### src/rtl/sw_pkg.sv
`default_nettype none
// ============================================================================
//  Module      : sw_pkg
//  Description : Shared constants and event type for the slide-switch input
//                path (debounce sampler and its consumers).
//  Revision    : 1.0  initial release
// ============================================================================
package sw_pkg;

    localparam int SW_WIDTH               = 8;
    localparam int DEBOUNCE_CYCLES_100MHZ = 1000000;   // 10 ms at 100 MHz
    localparam int SIM_DEBOUNCE_CYCLES    = 4;

    typedef struct packed {
        logic                change;
        logic [SW_WIDTH-1:0] changed;
        logic [SW_WIDTH-1:0] rise;
        logic [SW_WIDTH-1:0] fall;
    } sw_event_t;

endpackage : sw_pkg
`default_nettype wire

### src/rtl/sync_2ff.sv
`default_nettype none
// ============================================================================
//  Module      : sync_2ff
//  Description : Parameterised-width two-flop synchroniser with synchronous
//                active-high reset; usable for switches and buttons alike.
//  Revision    : 1.0  initial release
// ============================================================================
module sync_2ff #(
    parameter int WIDTH = 8
) (
    input  logic             clk,
    input  logic             rst,
    input  logic [WIDTH-1:0] d,
    output logic [WIDTH-1:0] q
);

    logic [WIDTH-1:0] r_s1;
    logic [WIDTH-1:0] r_s2;

    always_ff @(posedge clk) begin
        if (rst) begin
            r_s1 <= '0;
            r_s2 <= '0;
        end else begin
            r_s1 <= d;
            r_s2 <= r_s1;
        end
    end

    assign q = r_s2;

endmodule : sync_2ff
`default_nettype wire

### src/rtl/sw_debounce_sampler.sv
`default_nettype none
// ============================================================================
//  Module      : sw_debounce_sampler
//  Description : Synchronises and whole-vector debounces the raw switch bus;
//                publishes the stable value plus one-cycle change/rise/fall
//                strobes. Optional macro SW_CHANGE_COUNT_EN adds change_count.
//  Revision    : 1.0  initial release
// ============================================================================
module sw_debounce_sampler
    import sw_pkg::*;
#(
    parameter int WIDTH         = SW_WIDTH,
    parameter int STABLE_CYCLES = DEBOUNCE_CYCLES_100MHZ,
    parameter int CNT_W         = $clog2(STABLE_CYCLES + 1)
) (
    input  logic             clk,
    input  logic             rst,
    input  logic [WIDTH-1:0] sw_raw,
    output logic [WIDTH-1:0] sw_stable,
    output logic             change,
    output logic [WIDTH-1:0] changed_mask,
    output logic [WIDTH-1:0] rise_mask,
    output logic [WIDTH-1:0] fall_mask
`ifdef SW_CHANGE_COUNT_EN
   ,output logic [7:0]       change_count
`endif
);

    localparam logic [CNT_W-1:0] c_cnt_max = CNT_W'(STABLE_CYCLES);
    localparam logic [CNT_W-1:0] c_cnt_acc = CNT_W'(STABLE_CYCLES - 1);

    logic [WIDTH-1:0] w_s2;
    logic [WIDTH-1:0] r_candidate;
    logic [CNT_W-1:0] r_cnt;
    logic [WIDTH-1:0] r_stable;
    logic             r_change;
    logic [WIDTH-1:0] r_changed;
    logic [WIDTH-1:0] r_rise;
    logic [WIDTH-1:0] r_fall;
    logic             w_same;
    logic             w_accept;

    sync_2ff #(
        .WIDTH (WIDTH)
    ) u_sync (
        .clk (clk),
        .rst (rst),
        .d   (sw_raw),
        .q   (w_s2)
    );

    // Accept only a candidate that differs from what is already published,
    // so a bounce that settles back to the old value stays silent.
    assign w_same   = (w_s2 == r_candidate);
    assign w_accept = w_same && (r_cnt == c_cnt_acc) && (r_candidate != r_stable);

    always_ff @(posedge clk) begin
        if (rst) begin
            r_candidate <= '0;
            r_cnt       <= '0;
            r_stable    <= '0;
            r_change    <= 1'b0;
            r_changed   <= '0;
            r_rise      <= '0;
            r_fall      <= '0;
        end else begin
            if (!w_same) begin
                r_candidate <= w_s2;
                r_cnt       <= '0;
            end else if (r_cnt < c_cnt_max) begin
                r_cnt <= r_cnt + 1'b1;
            end

            r_change <= w_accept;
            if (w_accept) begin
                r_stable  <= r_candidate;
                r_changed <= r_stable ^ r_candidate;
                r_rise    <= r_candidate & ~r_stable;
                r_fall    <= ~r_candidate & r_stable;
            end else begin
                r_changed <= '0;
                r_rise    <= '0;
                r_fall    <= '0;
            end
        end
    end

    assign sw_stable    = r_stable;
    assign change       = r_change;
    assign changed_mask = r_changed;
    assign rise_mask    = r_rise;
    assign fall_mask    = r_fall;

`ifdef SW_CHANGE_COUNT_EN
    logic [7:0] r_count;

    always_ff @(posedge clk) begin
        if (rst) begin
            r_count <= '0;
        end else if (w_accept) begin
            r_count <= r_count + 8'd1;
        end
    end

    assign change_count = r_count;
`endif

endmodule : sw_debounce_sampler
`default_nettype wire

### config.mk
export PLATFORM = sky130hd
export DESIGN_NAME = sw_debounce_sampler
export DESIGN_NICKNAME = d
export VERILOG_FILES = /design/src/rtl/sw_pkg.sv /design/src/rtl/sync_2ff.sv /design/src/rtl/sw_debounce_sampler.sv
export SDC_FILE = /design/constraint.sdc
export NUM_CORES = 1
export LEC_CHECK = 0
export ABC_CLOCK_PERIOD_IN_PS = 3150
export CAP_MARGIN = 20
export CORE_MARGIN = 3
export CORE_UTILIZATION = 55
export CTS_CLUSTER_DIAMETER = 50
export DETAILED_ROUTE_END_ITERATION = 6
export HOLD_SLACK_MARGIN = 0.08
export PLACE_DENSITY = 0.83
export SKIP_CTS_REPAIR_TIMING = 1
export SLEW_MARGIN = 20
export SYNTH_ARGS = -nofsm -noshare
export SYNTH_HDL_FRONTEND = slang
export SYNTH_HIERARCHICAL = 1
export SYNTH_SLANG_ARGS = --single-unit
### constraint.sdc
create_clock -name clk -period 3.15 [get_ports clk]
set_clock_uncertainty 0.2 [all_clocks]
set_input_delay 0.315 -clock clk [delete_from_list [all_inputs] [get_ports clk]]
set_output_delay 0.315 -clock clk [all_outputs]
set_load 0.05 [all_outputs]
# Word level (Yosys, flattened, before mapping)
# Cells that the tools add are included.
# totals
register_bits	77
out_inout_bits	33
wordCells	25
# op_classes
addsub	1
magnitude_cmp	1
n_eq_ne	3
n_bitwise	7
n_reduce_logical	4
# op_table
cell	n
adder 20 x 1 -> 20 bit, second input constant	1
equality test 20 bit, second input constant	1
< comparator 20 bit, second input constant	1
bitwise AND 8 bit	2
NOT 8 bit	2
equality test 8 bit	1
!= test 8 bit	1
XOR 8 bit	1
OR reduction 2 bit	2
logical AND 1 bit	2
NOT 1 bit	2

# Longest topological paths before layout
# Gate-level depths: netlist of run 1.
# depth
word_depth	5
mapped_depth	7
mapped_depth_nobuf	7

# By module
# Netlist of run 1, hierarchy kept.
# by_module_without_submodules
mod	n_inst	cells_per_inst	area_per_inst_um2
sw_debounce_sampler	1	274	2580.0
sync_2ff	1	33	464.2

# Worst setup path before layout of run 1
# Ideal clock, no wire load.
# synth_path
path_kind	register to register
from	register r_stable[1], in the netlist sw_stable[1]
to	register r_fall[4], in the netlist fall_mask[4]
setup_time_ns	0.061
arrival_ns	1.887
path_slack_ns	1.003
path_stages_with_launch	8
path_buffers	1
synth_period_minus_slack_ns	2.147
cell_sequence	dfxtp_1 -> inv_1 -> ha_1 -> nand4_1 -> nor2_1 -> nor4_4 -> buf_6 -> and3_1
# synth_via
elab_chain_cells	4
# synth_lines
element	line_no	rtl
start, declared	sw_debounce_sampler.sv:35	logic [WIDTH-1:0] r_stable;
start signal, assigned	sw_debounce_sampler.sv:76	r_stable <= r_candidate;
!= test 8 bit	sw_debounce_sampler.sv:55	assign w_accept = w_same && (r_cnt == c_cnt_acc) && (r_candidate != r_stable);
logical AND 1 bit	sw_debounce_sampler.sv:55	
NOT 1 bit (no line)	-	
OR reduction 2 bit (no line)	-	
end signal, assigned	sw_debounce_sampler.sv:79	r_fall <= ~r_candidate & r_stable;
end, declared	sw_debounce_sampler.sv:39	logic [WIDTH-1:0] r_fall;
# Every way passes these cells.
# A chain may end at the register's enable or synchronous reset.

# Worst setup path in the final report of run 1
# layout_path
from	register r_cnt[0]
to	register r_changed[2], in the netlist changed_mask[2]
# layout_via
elab_chain_cells	5
# layout_lines
element	line_no	rtl
start, declared	sw_debounce_sampler.sv:34	logic [CNT_W-1:0] r_cnt;
start signal, assigned	sw_debounce_sampler.sv:71	r_cnt <= r_cnt + 1'b1;
equality test 20 bit	sw_debounce_sampler.sv:55	
logical AND 1 bit (2 in series)	sw_debounce_sampler.sv:55	
NOT 1 bit (no line)	-	
OR reduction 2 bit (no line)	-	
end signal, assigned	sw_debounce_sampler.sv:77	r_changed <= r_stable ^ r_candidate;
end, declared	sw_debounce_sampler.sv:37	logic [WIDTH-1:0] r_changed;
# Every way passes these cells.

==> results of run 1 <==
-- final cells by class --
type | instances | share of cell area
Tap cell | 70 | 0.0235
Inverter | 20 | 0.0202
Multi-Input combinational cell | 201 | 0.370
Timing Repair Buffer | 46 | 0.121
Clock buffer | 10 | 0.0343
Clock inverter | 5 | 0.0165
Sequential cell | 77 | 0.414
-- state kept, by name, indices dropped and copies added, names as in the netlist --
register,cells
change,1
changed_mask,8
fall_mask,8
r_candidate,8
r_cnt,20
rise_mask,8
sw_stable,8
u_sync/q,8
u_sync/r_s1,8
-- where the power goes --
part           internal [mW]  switching (mW)
logic                 0.0334          0.0347
clock network          0.364           0.346
registers              0.986         0.00911
-- logic make-up (layout without fill, tap and decap cells) --
group,count (synthesis),in the layout,synth area share
mux,8,8,0.0263
compound gates,17,17,0.0370
buf+inv,29,81,0.0411
simple gates,133,133,0.245
xor+xnor,26,26,0.0748
flops,77,77,0.506
fa+ha+maj,17,17,0.0699
-- metrics by stage --
step / instance area (um2) / hold slack, ns
2_1_floorplan: 3040 / 0.215
3_3_place_gp: 3520 / 0.216
3_5_place_dp: 3520 / 0.230
4_1_cts: 3710 / 0.249
5_1_grt: 3720 / 0.269
6_report: 3720 / 0.245
-- layer usage --
| metal | routed length [um] | part of all wire | GRT usage |
|---|---|---|---|
| met1 | 2560 | 0.47 | 0.242 |
| met2 | 2500 | 0.46 | 0.295 |
| met3 | 305 | 0.056 | 0.0493 |
| met4 | 76 | 0.014 | 0.0946 |
| met5 | 0 | 0 | 0 |
-- how the worst max path moves through the flow --
stage | from | end | slack (ns)
floorplan | sw_stable[1]$_SDFFE_PP0P_ | fall_mask[4]$_SDFF_PP0_ | 1.00
global placement | r_cnt[0]$_SDFFE_PP0N_ | changed_mask[7]$_SDFF_PP0_ | 0.86
detailed placement | r_cnt[0]$_SDFFE_PP0N_ | changed_mask[2]$_SDFF_PP0_ | 0.71
CTS | r_cnt[0]$_SDFFE_PP0N_ | changed_mask[2]$_SDFF_PP0_ | 0.68
global route | r_cnt[0]$_SDFFE_PP0N_ | changed_mask[2]$_SDFF_PP0_ | 0.43
finish | r_cnt[0]$_SDFFE_PP0N_ | changed_mask[2]$_SDFF_PP0_ | 0.70
-- layout by cell type (no fill, tap or decap), drive strengths merged, types with 8 or more instances in the layout --
cell type      Yosys  routed
nor2b             19      19
xnor2             23      23
clkbuf             6      11
a21oi              9       9
inv               19      20
dfxtp             77      77
nor2              31      31
ha                17      17
mux2i              8       8
nand2             28      28
clkdlybuf4s50      0      42
and3              17      17
nand3             11      11
nand4              8       8
==> out/summary.txt, run 1 <==
Status -> finished, final reports clean
Synth Instances -> 307
Hold crit path type -> register to register
Final core occ -> 0.710
FP Rows -> 26
First-iteration detailed-routing DRC count -> 138
Synth Warn # -> 6
Drt first pass iters -> 5
CTS sink count -> 77
Area of the multi-input gates -> 0.00138 mm2
Worst slack, placed -> 0.713 ns
Post-Route WL -> 5.45 mm
Hold_sp -> u_sync/r_s1[5]$_SDFF_PP0_
P&R area growth vs syn -> 22.2%
Layout net count -> 382
Placed Cells -> 413
Min-Delay Endpoint -> u_sync/q[5]$_SDFF_PP0_
Setup violators final -> 0
Reg2reg end -> changed_mask[2]$_SDFF_PP0_
Clock tree from TritonCTS -> done
Syn Area/Cell -> 9.92 um2
Worst path max stage delay -> 0.59 ns
Number of global-route vias before repair -> 2,010
FF/Latch Area -> 0.00154 mm2
Layout cell share with drive strength beyond 1 -> 0.111
Die area -> 0.00646 mm2
Starting density of the core -> 0.581
Hold depth -> 1
Leakage -> 1.40 nW
Post-route minimum period -> 2.45 ns
# H-tree levels -> 3
Post-synthesis cell area -> 0.00304 mm2
Post-DP HPWL -> 3.83 mm
CTS Buf Count -> 9
Period utilisation layout -> 0.778
Ranking of synthesized cells by area -> dfxtp_1 51%, ha_1 7.0%, xnor2_1 6.6%
Avg WL per Cell -> 12.7 um
Kind of critical path -> register to register
Worst-path clk slew -> 0.08 ns
Count leader, synth -> dfxtp_1
Number of enable flip-flop cells after synthesis -> 0
Yosys cell types -> 34
Ys async rst share -> 0
RSZ-0062 raised after global routing -> no
CP startpoint kind -> register
#FFs+latches synth -> 77
Crit path buf inv count -> 0
Total number of vias -> 2,172
Cell Count, Final, Fillers Out -> 429
Clock latency on the worst-skew pair -> 0.34 ns
Worst setup margin -> 0.698 ns
Top delay family on crit path -> simple AND/OR/NAND/NOR gates
Worst Reg-to-Reg Cells -> 6
Pin count of the biggest net entering global routing -> 26
Ports -> 43
Slew headroom -> 0.545
Core Area -> 0.00524 mm2
WP data arrival -> 2.53 ns
Worst path cell trace -> ha_1 > nand3_1 > or3_4 > nor4_4 > nand2_2 > nor2_1
Ys flop type -> dfxtp_1
Grt total ovfl -> 0
Post-synth top area cell -> dfxtp_1
Critical Path RT -> 3.22 ns
IO Port Bufs -> 42
Chip height -> 80.4 um
Hold Fails Final Rpt -> 0
R2r startpoint -> r_cnt[0]$_SDFFE_PP0N_
Fill cells -> 407
Worst slew pin tran -> 0.677 ns
Overall routing resource usage -> 0.189
Most frequent cells after synthesis -> 77 x dfxtp_1, 31 x nor2_1, 26 x nand2_1, 23 x xnor2_1, 19 x inv_1
Pwr dens -> 477 mW/mm2
First-pass GRT wire length -> 9.34 mm
Max-slew violations -> 0
Seq/Total Area, Yosys -> 0.506
Final Wtd Congestion -> 0.853
# DRC -> 0
Max_cap viols -> 0
Die width -> 80.4 um
Worst setup EP type -> register
Antenna violations before repair -> 0
R2r setup slk -> 0.70 ns
DR vias/cell -> 5.06
Antenna-violating nets left -> 0
Worst Path Max Fanout -> 17
Syn_nets -> 334
CTS max path bufs -> 2
Ant. Diodes -> 0
Worst path depth -> 6
Root Driver -> clkbuf_8
Final Power -> 1.77 mW
Yosys top cell area share -> 0.506
VDD IR-drop max -> 0.399 mV
Crit-path slowest cell -> nor4_4
F_max -> 408 MHz
Post-route setup TNS -> 0 ns
Power figures use the tool's default switching activity.
==> run 2, diff against run 1 <==
--- a/config.mk
+++ b/config.mk
@@ -5,14 +5,14 @@
 export SDC_FILE = /design/constraint.sdc
 export NUM_CORES = 1
 export LEC_CHECK = 0
-export ABC_CLOCK_PERIOD_IN_PS = 3150
+export ABC_CLOCK_PERIOD_IN_PS = 2310
 export CAP_MARGIN = 20
 export CORE_MARGIN = 3
-export CORE_UTILIZATION = 55
+export CORE_UTILIZATION = 54
 export CTS_CLUSTER_DIAMETER = 50
 export DETAILED_ROUTE_END_ITERATION = 6
 export HOLD_SLACK_MARGIN = 0.08
-export PLACE_DENSITY = 0.83
+export PLACE_DENSITY = 0.82
 export SKIP_CTS_REPAIR_TIMING = 1
 export SLEW_MARGIN = 20
 export SYNTH_ARGS = -nofsm -noshare
==> constraint.sdc (replaced) <==
create_clock -name clk -period 2.31 [get_ports clk]
set_clock_uncertainty 0.2 [all_clocks]
set_input_delay 0.231 -clock clk [delete_from_list [all_inputs] [get_ports clk]]
set_output_delay 0.231 -clock clk [all_outputs]
set_load 0.05 [all_outputs]
==> run 2 against run 1 <==
Global-route usage is 0.068 points lower. Wire length increased by 3.0%. Cell area up 1.8%. Worst setup slack lost 0.47 ns. Hold slack lost 0.0083 ns. Critical path type unchanged. Final cell count grew 1.4%. Non-clock buffer count is 6 higher. Die area is 1.7% higher. Sequential share of layout area fell by 0.75 points.
==> out/summary.txt, run 2 (synthesis results as in run 1) <==
Worst-path clk slew -> 0.07 ns (about the same)
Antenna-violating nets left -> 0 (unchanged)
Largest Register -> r_cnt
Max reg flops -> 20 (unchanged)
Starting density of the core -> 0.578 (-0.00359)
Status -> finished, final reports clean
Post-route minimum period -> 2.08 ns (-0.372 ns)
Pwr dens -> 649 mW/mm2 (+36%)
Layout net count -> 388 (+1.6%)
Most frequent cells in the layout -> 77 x dfxtp_1, 42 x clkdlybuf4s50_1, 31 x nor2_1
Worst Path Max Fanout -> 8 (-9)
Worst setup path startpoint -> r_cnt[0]$_SDFFE_PP0N_
Die width -> 81.1 um (+0.85%)
RSZ-0062 raised after global routing -> no
Worst setup margin -> 0.230 ns (-0.468 ns)
Pin count of the biggest net entering global routing -> 25 (-3.8%)
Worst slew pin tran -> 0.548 ns (-0.129 ns)
CTS max path bufs -> 2 (unchanged)
Kind of critical path -> register to register
Hold crit path type -> register to register
First-iteration detailed-routing DRC count -> 207 (+50%)
Hold_sp -> u_sync/r_s1[6]$_SDFF_PP0_
R2r startpoint -> r_cnt[0]$_SDFFE_PP0N_
Post-Route WL -> 5.61 mm (+3.0%)
Ant. Diodes -> 0 (unchanged)
WP data arrival -> 2.09 ns (-0.44 ns)
FP Rows -> 26 (unchanged)
IO Port Bufs -> 42 (unchanged)
Post-route setup TNS -> 0 ns (unchanged)
# H-tree levels -> 3 (unchanged)
Drt first pass iters -> 4 (-1)
Chip height -> 81.1 um (+0.85%)
Max-slew violations -> 0 (unchanged)
Core Area -> 0.00527 mm2 (+0.62%)
Final Wtd Congestion -> 0.876 (+2.8%)
Grt total ovfl -> 0 (unchanged)
Max_cap viols -> 0 (unchanged)
Clock tree from TritonCTS -> done
Overall routing resource usage -> 0.189 (-0.000679)
# DRC -> 0 (unchanged)
Antenna violations before repair -> 0 (unchanged)
Commonest non-fill, non-tap cell in the layout -> dfxtp_1
Fill cells -> 399 (-2.0%)
Clock latency on the worst-skew pair -> 0.33 ns (about the same)
Hold Fails Final Rpt -> 0 (unchanged)
Critical Path RT -> 2.32 ns (-0.90 ns)
Worst slack, placed -> 0.224 ns (-0.488 ns)
Total number of vias -> 2,202 (+1.4%)
Die area -> 0.00657 mm2 (+1.7%)
Number of global-route vias before repair -> 2,085 (+3.7%)
Layout cell share with drive strength beyond 1 -> 0.126 (+0.0146)
P&R area growth vs syn -> 24.5%
Slew headroom -> 0.634 (+0.0891)
Worst setup EP type -> register
Period utilisation layout -> 0.900 (+0.122)
First-pass GRT wire length -> 9.61 mm (+3.0%)
Leakage -> 1.45 nW (+3.2%)
CTS sink count -> 77 (unchanged)
VDD IR-drop max -> 0.536 mV (+34%)
Ports -> 43 (unchanged)
Root Driver -> clkbuf_8
Final Power -> 2.46 mW (+39%)
F_max -> 481 MHz (+18%)
Avg WL per Cell -> 12.9 um (+1.6%)
CP startpoint kind -> register
CTS Buf Count -> 9 (unchanged)
Post-DP HPWL -> 4.01 mm (+4.8%)
DR vias/cell -> 5.06 (about the same)
Setup violators final -> 0 (unchanged)
-- run 2: final timing paths --
| kind | cells past startpoint | slack (ns) | endpoint |
|---|---|---|---|
| max | 6 | 0.23 | sw_stable[2]$_SDFFE_PP0P_ |
| min | 1 | 0.24 | u_sync/q[6]$_SDFF_PP0_ |
| max reg2reg | 6 | 0.23 | sw_stable[2]$_SDFFE_PP0P_ |
| min reg2reg | 1 | 0.24 | u_sync/q[6]$_SDFF_PP0_ |
-- run 2: where the power goes --
group | total (mW) | internal [mW] | leakage (nW) | switching [mW]
clock | 1.00 | 0.553 | 0.0947 | 0.451
combinational | 0.0992 | 0.0505 | 0.730 | 0.0487
sequential | 1.36 | 1.35 | 0.624 | 0.0119
-- run 2: critical path, cell delays in order (launching register included) --
cell	delay, ns
dfxtp_1	0.39
ha_1	0.18
nand3_1	0.14
or3_4	0.43
nor4_2	0.25
nand2_2	0.21
mux2i_1	0.17
-- run 2: per-stage QoR --
step                      utilization  instances  instance area (um2)  hold WS, ns
final                           0.719        435                 3790        0.237
after global placement          0.681        420                 3590        0.217
after CTS                       0.719        435                 3790        0.234
after floorplan                     -        307                 3040        0.159
after detailed placement        0.681        420                 3590        0.223
after global routing            0.719        435                 3790        0.248
-- run 2: cell type report --
type	count	area, um2	share of cell area
sequential	77	1540	0.407
timing repair buffer	52	508	0.134
multi-input combinational	201	1380	0.363
clock buffer	12	155	0.0409
clock inverter	3	45.0	0.0119
tap	70	87.6	0.0231
inverter	20	75.1	0.0198
-- run 2: per-layer routing --
layer	GRT usage	share of wire	vias to the layer above	wire, um
li1	-	-	1122	-
met1	0.249	0.49	1010	2730
met2	0.305	0.45	62	2520
met3	0.0344	0.050	8	282
met4	0.0760	0.015	0	82
met5	0	0	-	0
==> run 3, diff against run 2 <==
--- a/config.mk
+++ b/config.mk
@@ -8,13 +8,15 @@
 export ABC_CLOCK_PERIOD_IN_PS = 2310
 export CAP_MARGIN = 20
 export CORE_MARGIN = 3
-export CORE_UTILIZATION = 54
+export CORE_UTILIZATION = 55
 export CTS_CLUSTER_DIAMETER = 50
 export DETAILED_ROUTE_END_ITERATION = 6
+export DONT_BUFFER_PORTS = 1
 export HOLD_SLACK_MARGIN = 0.08
-export PLACE_DENSITY = 0.82
+export PLACE_DENSITY = 0.73
+export SETUP_SLACK_MARGIN = 0.02
 export SKIP_CTS_REPAIR_TIMING = 1
-export SLEW_MARGIN = 20
+export SLEW_MARGIN = 30
 export SYNTH_ARGS = -nofsm -noshare
 export SYNTH_HDL_FRONTEND = slang
 export SYNTH_HIERARCHICAL = 1
==> run 3 against run 2 <==
Sequential share of layout area is 3.4 points higher. Non-clock buffer count is 26 lower. Critical endpoint is now sw_stable[6]$_SDFFE_PP0P_. Cell area is 7.7% lower. First-iteration DRC count is 54% lower. Hold slack better by 0.014 ns. Final cell count is 5.7% lower. Largest power group unchanged. Combinational power is 9.5% lower. Fmax hardly changed. Power is 1.2% lower.
==> out/summary.txt, run 3 (synthesis results as in run 1) <==
CP startpoint kind -> register
Status -> finished, final reports clean
DR vias/cell -> 4.90 (-3.2%)
Layout net count -> 362 (-6.7%)
First-pass GRT wire length -> 8.79 mm (-8.5%)
Post-Route WL -> 5.20 mm (-7.3%)
Total number of vias -> 2,009 (-8.8%)
Worst path cell trace -> ha_1 > nand3_1 > or3_4 > nor4_2 > nand2_2 > mux2i_1
Max-slew violations -> 0 (unchanged)
Crit-path slowest cell -> or3_4
P&R area growth vs syn -> 15.0%
CTS max path bufs -> 2 (unchanged)
Layout cell share with drive strength beyond 1 -> 0.147 (+0.0210)
Pwr dens -> 694 mW/mm2 (+7.0%)
Period utilisation layout -> 0.900 (about the same)
Met2 Use GR -> 0.239 (-0.0654)
Grt total ovfl -> 0 (unchanged)
Ant. Diodes -> 0 (unchanged)
CTS Buf Count -> 9 (unchanged)
Worst slack, placed -> 0.237 ns (+0.0122 ns)
Starting density of the core -> 0.581 (+0.00359)
Post-route setup TNS -> 0 ns (unchanged)
Drt first pass iters -> 4 (unchanged)
Worst Path Max Fanout -> 8 (unchanged)
Post-route minimum period -> 2.08 ns (-0.00134 ns)
# DRC -> 0 (unchanged)
CTS sink count -> 77 (unchanged)
FP Rows -> 26 (unchanged)
Grt met1 use -> 0.251 (+0.00122)
GRT busiest layer -> met1
Final core occ -> 0.668 (-0.0510)
Largest Register -> r_cnt
Antenna violations before repair -> 0 (unchanged)
Final Wtd Congestion -> 0.797 (-9.1%)
# H-tree levels -> 3 (unchanged)
Critical Path RT -> 2.34 ns (+0.02 ns)
Kind of critical path -> register to register
Ports -> 43 (unchanged)
Most frequent cells in the layout -> 77 x dfxtp_1, 31 x nor2_1, 26 x nand2_1
GR Layer Usage met3 -> 0.0594 (+0.0250)
F_max -> 481 MHz (about the same)
Hold crit path type -> register to register
WP data arrival -> 2.11 ns (+0.02 ns)
Avg WL per Cell -> 12.7 um (-1.6%)
Clock latency on the worst-skew pair -> 0.35 ns (+0.02 ns)
Max_cap viols -> 0 (unchanged)
Slew headroom -> 0.573 (-0.0618)
Clock tree from TritonCTS -> done
Worst setup EP type -> register
Setup violators final -> 0 (unchanged)
Number of global-route vias before repair -> 1,784 (-14%)
Commonest non-fill, non-tap cell in the layout -> dfxtp_1
Worst setup margin -> 0.231 ns (+0.00134 ns)
Max reg flops -> 20 (unchanged)
Overall routing resource usage -> 0.178 (-0.0110)
Chip height -> 80.4 um (-0.84%)
Worst-path clk slew -> 0.08 ns (about the same)
VDD IR-drop max -> 0.481 mV (-10%)
Worst slew pin tran -> 0.639 ns (+0.0906 ns)
Post-DP HPWL -> 3.58 mm (-11%)
Root Driver -> clkbuf_8
Die width -> 80.4 um (-0.84%)
Hold Fails Final Rpt -> 0 (unchanged)
Die area -> 0.00646 mm2 (-1.7%)
Worst path max stage delay -> 0.43 ns (about the same)
Leakage -> 1.38 nW (-4.4%)
RSZ-0062 raised after global routing -> no
IO Port Bufs -> 0 (-100%)
Pin count of the biggest net entering global routing -> 27 (+8.0%)
First-iteration detailed-routing DRC count -> 96 (-54%)
Antenna-violating nets left -> 0 (unchanged)
Core Area -> 0.00524 mm2 (-0.62%)
## run 3: cell types whose count changed in the layout (fill, tap and decap cells not counted)
cell / change
clkinv_4: +3
clkbuf_8: -2
clkdlybuf4s50_1: -42
dlygate4sd3_1: +12
buf_4: +5
clkinv_2: +1
clkbuf_1: +1
clkinvlp_4: -2
buf_12: -1
## run 3: cell type report
class,count,area [um2]
multi-input cells,201,1380
clock inverters,5,61.3
clock buffers,11,131
repair buffers,26,225
well taps,70,87.6
fillers,419,1740
inverters,20,75.1
flip-flops and latches,77,1540
## run 3: worst paths after layout
kind	end	slack (ns)	depth (start not counted)	startpoint
hold reg to reg	u_sync/q[2]$_SDFF_PP0_	0.25	1	u_sync/r_s1[2]$_SDFF_PP0_
setup / recovery	sw_stable[6]$_SDFFE_PP0P_	0.23	6	r_cnt[0]$_SDFFE_PP0N_
hold / removal	u_sync/q[2]$_SDFF_PP0_	0.25	1	u_sync/r_s1[2]$_SDFF_PP0_
setup reg to reg	sw_stable[6]$_SDFFE_PP0P_	0.23	6	r_cnt[0]$_SDFFE_PP0N_
## run 3: critical path: cells and delay by family, from the launching register on
kind / cells / cell delay [ns]
multiplexers: 1 / 0.16
flip-flops: 1 / 0.40
adder cells (fa/ha/maj): 1 / 0.18
AND/OR/NAND/NOR: 4 / 1.04
## run 3: power by group
group | leakage (nW) | switching, mW | internal, mW
combinational | 0.663 | 0.0443 | 0.0455
clock | 0.0975 | 0.480 | 0.503
sequential | 0.624 | 0.0118 | 1.34
total | 1.38 | 0.536 | 1.89
## run 3: through the flow
step / hold WS (ns) / area [um2] / std cells / total power [mW]
3_3_place_gp: 0.0996 / 3190 / 382 / 1.46
3_5_place_dp: 0.100 / 3190 / 382 / 1.46
6_report: 0.251 / 3500 / 410 / 2.43
5_1_grt: 0.269 / 3500 / 410 / 2.54
2_1_floorplan: 0.159 / 3040 / 307 / 1.45
4_1_cts: -0.272 / 3380 / 398 / 2.43
## run 3: per-layer routing
metal | routed length, um | share of wire
met1 | 2580 | 0.50
met4 | 78 | 0.015
met2 | 2190 | 0.42
met5 | 0 | 0
met3 | 358 | 0.069
